==> src/rtl/mult_rr_sched.sv <==
// Round-robin scheduler sharing one fixed-latency WxW multiplier among N requesters.
// A LAT-deep tag pipeline tracks the owner of each product to the tagged response port.
module mult_rr_sched #(
  parameter int unsigned W   = 8,
  parameter int unsigned N   = 4,
  parameter int unsigned LAT = 2
) (
  input  logic                     clk,
  input  logic                     rst,
  input  logic [N-1:0]             req_valid,
  output logic [N-1:0]             req_ready,
  input  logic [N*W-1:0]           req_a,
  input  logic [N*W-1:0]           req_b,
  output logic [W-1:0]             mul_a,
  output logic [W-1:0]             mul_b,
  input  logic [2*W-1:0]           mul_p,
  output logic                     rsp_valid,
  output logic [$clog2(N)-1:0]     rsp_id,
  output logic [2*W-1:0]           rsp_p
);

  localparam int unsigned IDW = $clog2(N);
  localparam int unsigned PW  = 2 * W;

  logic [IDW-1:0] last;
  logic           grant_vld;
  logic [IDW-1:0] grant_idx;
  logic [IDW-1:0] cand;

  logic [LAT-1:0] tag_valid;
  logic [IDW-1:0] tag_id [LAT];

  // Search from last+1 (mod N); first valid requester wins, operands follow the grant.
  always_comb begin
    grant_vld = 1'b0;
    grant_idx = '0;
    cand      = '0;
    req_ready = '0;
    mul_a     = '0;
    mul_b     = '0;
    for (int unsigned off = 1; off <= N; off++) begin
      cand = IDW'((32'(last) + off) % N);
      if (!grant_vld && req_valid[cand]) begin
        grant_vld = 1'b1;
        grant_idx = cand;
      end
    end
    if (grant_vld) begin
      req_ready[grant_idx] = 1'b1;
      mul_a = req_a[32'(grant_idx) * W +: W];
      mul_b = req_b[32'(grant_idx) * W +: W];
    end
  end

  // Reset pointer to N-1 so requester 0 has top priority.
  always_ff @(posedge clk or posedge rst) begin
    if (rst) begin
      last <= IDW'(N - 1);
    end else if (grant_vld) begin
      last <= grant_idx;
    end
  end

  // Tag pipeline mirrors the multiplier depth; it never stalls.
  always_ff @(posedge clk or posedge rst) begin
    if (rst) begin
      tag_valid <= '0;
      for (int unsigned i = 0; i < LAT; i++) tag_id[i] <= '0;
    end else begin
      tag_valid[0] <= grant_vld;
      tag_id[0]    <= grant_vld ? grant_idx : '0;
      for (int unsigned i = 1; i < LAT; i++) begin
        tag_valid[i] <= tag_valid[i-1];
        tag_id[i]    <= tag_id[i-1];
      end
    end
  end

  // Response register: id/product hold between valid strobes.
  always_ff @(posedge clk or posedge rst) begin
    if (rst) begin
      rsp_valid <= 1'b0;
      rsp_id    <= '0;
      rsp_p     <= '0;
    end else begin
      rsp_valid <= tag_valid[LAT-1];
      if (tag_valid[LAT-1]) begin
        rsp_id <= tag_id[LAT-1];
        rsp_p  <= PW'(mul_p);
      end
    end
  end

endmodule

==> config.mk <==
export PLATFORM = sky130hd
export DESIGN_NAME = mult_rr_sched
export DESIGN_NICKNAME = d
export VERILOG_FILES = /design/src/rtl/mult_rr_sched.sv
export SDC_FILE = /design/constraint.sdc
export NUM_CORES = 1
export LEC_CHECK = 0
export CORE_MARGIN = 2
export CORE_UTILIZATION = 29
export CTS_CLUSTER_DIAMETER = 60
export CTS_CLUSTER_SIZE = 8
export DETAILED_ROUTE_END_ITERATION = 7
export GPL_TIMING_DRIVEN = 0
export PLACE_DENSITY = 0.87
export SYNTH_ARGS = -nofsm -noshare
export SYNTH_HDL_FRONTEND = slang
export SYNTH_SLANG_ARGS = --single-unit
==> constraint.sdc <==
create_clock -name clk -period 1.8 [get_ports clk]
set_clock_uncertainty 0.15 [all_clocks]
set_input_delay 0.27 -clock clk [delete_from_list [all_inputs] [get_ports clk]]
set_output_delay 0.27 -clock clk [all_outputs]
set_load 0.01 [all_outputs]
==> run_results.csv <==
group,metric,value,unit
run_status,status,"finished with violations",
run_status,violations,"setup timing",
critical_path,cp_max_fo,10,
critical_path,critPathKind,"reg -> out",
floorplan,die_area,0.00588,mm^2
route,via_per_inst,4.62,
sta,fin_hold_ws,0.204,ns
route,via_count,1563,
cells_and_area,insertedDiodeCount,0,
sta,post-route-min-period,2.53,ns
critical_path,crit_family,"buffers and inverters",
critical_path,worstPathCellList,"nand2b_4 -> o21ai_2 -> a211oi_2 -> buf_6 -> buf_4 -> buf_12 -> mux2i_1 -> o22ai_1 -> buf_2",
pwr,swShare,35.1,%
route,drt_wl_total,4.85,mm
sta,rsz0062_at_grt,"yes",
sta,tightestPinTransition,0.974,ns
pwr,clkPwrFrac,10.0,%
synth,synth_edf_count,0,
pwr,vdd_drop_max,0.530,mV
synth,yosys_warnings,0,
clock_tree,cts_root_buffer,"clkbuf_8",
synth,ys_types,25,
placement,routabilityCongestion,0.698,
grt,grt_max_degree,28,
route,met3WireLength,425,um
sta,max_freq,0.396,GHz
sta,finalSetupViolations,21,
floorplan,io_pins,125,
floorplan,coreArea,0.00511,mm^2
route,wl_met2,2.55,mm
sta,finalHoldViolCount,0,
synth,ys.flop_type,"dfrtp_1",
clock_tree,cts_sinks,27,
pwr,seq_power_share,24.2,%
synth,synth.area.top_cells,"dfrtp_1 41%, mux2i_1 21%, mux2_2 13%",
route,wl_per_cell,14.3,um
route,first_pass_iters,4,
flow_run,cap_viol_max_count,0,
synth,syn_area,0.00153,mm^2
cells_and_area,nets,355,
grt,antenna_found_initial,0,
synth,syn_avg_cell_area,12.1,um^2
synth,synthArstFlopShare,100,%
critical_path,crit_arrival,2.11,ns
clock_tree,clkLatencyLatePin,0.26,ns
pwr,p_sw,1.14,mW
synth,synth_common_cells,"32 x mux2i_1, 25 x dfrtp_1, 18 x mux2_2, 16 x o22ai_1, 6 x nor2_1",
critical_path,crit_buf_inv,4,
grt,track_usage,16.7,%
placement,dp_hpwl,3.77,mm
pwr,combPwrFrac,65.8,%
sta,maxSlewViolCount,0,
critical_path,cpPeakStageDelay,0.55,ns
pwr,p_per_area,1070,mW/mm^2
route,met1Wirelength,1.83,mm
pwr,leakage,1.32,nW
clock_tree,cts_tree,"built",
clock_tree,htree_num_levels,1,
placement,dp_cells,321,
sta,fin_crit_sh,140,%
critical_path,slowest_stage,"dfstp_2",
synth,synth_most_common_cell,"mux2i_1",
route,antenna_left,0,
synth,synth_nets,213,
sta,slew-limit-headroom,35.0,%
critical_path,cp-start-kind,"flop",
cells_and_area,layout-drive-gt1-share,30.2,%
synth,ys_ff_latch,27,
worst_hold_path,min_path_type,"reg -> reg",
floorplan,dieHeight,76.7,um
route,drt_iter0_drc,11,
route,topRoutingLayerUsed,"met4",
placement,port_buffers,124,
synth,syn_inst,127,
route,post-route-drc-count,0,
grt,grt_overflow_total,0,
floorplan,start_util,30.0,%
critical_path,endpoint_kind,"output pin",
synth,seq_area_frac_synth,44.2,%
clock_tree,path_clk_slew,0.09,ns
cells_and_area,instances_no_fill,338,
grt,grt_pass1_vias,1722,
clock_tree,clockBufferDepth,2,
pwr,p_int,2.11,mW
clock_tree,cts_buffers,3,
sta,fin_ws,-0.727,ns
floorplan,rows,26,
grt,grt_pass1_wl,8.01,mm
cells_and_area,syn_to_final_growth,98.5,%
synth,synth.largest_area_cell,"dfrtp_1",
critical_path,worstPathRequired,1.38,ns
floorplan,die_w,76.7,um
synth,synth_top_area_share,40.8,%
-- power by group through the flow --
stage | registers, mW | logic, mW | clock network (mW)
finish | 0.786 | 2.14 | 0.327
floorplan | 0.806 | 1.06 | 0
global route | 0.802 | 2.29 | 0.365
global placement | 0.791 | 1.94 | 0
detailed placement | 0.796 | 1.98 | 0
CTS | 0.786 | 2.16 | 0.337
-- flip-flops by register name, summed over array words and instances, names as in the netlist --
| name | flops |
|---|---|
| tag_valid | 2 |
| tag_id | 4 |
| last | 2 |
| rsp_id | 2 |
| rsp_valid | 1 |
| rsp_p | 16 |
-- worst reg2reg max path, stage by stage, from the launching register on --
cell and delay [ns]:
dfstp_2 0.55, nand2b_4 0.13, o21ai_2 0.06, a211oi_2 0.26, buf_6 0.16, buf_4 0.12
buf_12 0.13, buf_6 0.11, inv_4 0.04
-- routing by layer --
layer / track usage [%] / vias to the layer above
li1: - / 755
met1: 18.3 / 716
met2: 31.6 / 87
met3: 4.94 / 5
met4: 3.27 / 0
met5: 0 / -
-- layout by cell type (no fill, tap or decap), types with 2 or more instances in the layout --
cell             Yosys  routed
clkbuf_8             0       3
nand2b_4             0       2
buf_6                2       9
buf_4                1      10
nor2_1               6       4
dlygate4sd2_1        0       3
dfrtp_1             25      25
buf_12               2       3
o22ai_1             16      15
buf_2                3      19
o21a_1               2       2
mux2i_1             32      28
mux2_2              18      18
inv_1                4       3
nor2_4               0       2
mux2i_2              0       4
dfstp_2              2       2
clkdlybuf4s50_1      0     101
-- through the flow --
step	cell area, um^2	power, mW	setup WS [ns]	utilization [%]	setup TNS, ns
6_report	3040	3.25	-0.727	59.6	-13.24
5_1_grt	3040	3.46	-0.820	59.6	-15.17
4_1_cts	3030	3.28	-0.767	59.3	-13.01
3_5_place_dp	2890	2.77	-1.15	56.7	-22.27
3_3_place_gp	2890	2.73	-1.07	56.7	-20.75
2_1_floorplan	1570	1.86	-0.148	-	-2.21
-- final cells by class --
cell class                 count  area (um^2)
sequential                    27          678
multi-input combinational     86          813
fill                         457         2060
tap                           70         87.6
buffer                         7         82.6
timing repair buffer         140         1320
clock inverter                 1         5.00
clock buffer                   3         41.3
inverter                       4         17.5
-- logic make-up after synthesis --
kind of cell    share of synthesized area (%)
flops                                    44.2
compound gates                           10.6
buf+inv                                  7.02
simple gates                             4.00
mux                                      34.1
-- worst paths after layout --
kind                       depth (start not counted)  slack, ns               endpoint                start
min in group asynchronous                          2       0.38  rsp_p[13]$_DFFE_PP0P_                  rst
min reg2reg                                        0       0.20    tag_id[1]$_DFF_PP0_  tag_id[3]$_DFF_PP0_
min                                                0       0.20    tag_id[1]$_DFF_PP0_  tag_id[3]$_DFF_PP0_
max reg2reg                                        8          0    tag_id[2]$_DFF_PP0_  last[0]$_DFFE_PP1P_
max                                                9      -0.73               mul_a[5]  last[0]$_DFFE_PP1P_
max in group asynchronous                          2       0.53   rsp_p[2]$_DFFE_PP0P_                  rst
-- repair_timing --
| item | CTS | global route |
|---|---|---|
| pin swaps | 13 | 7 |
| hold buffers | 0 | 0 |
| buffers inserted | 8 | 7 |
| cloned | 2 | 0 |
| gates resized for setup | 100 | 6 |
| setup endpoints to repair | 20 | 22 |
Power figures use the tool's default switching activity.
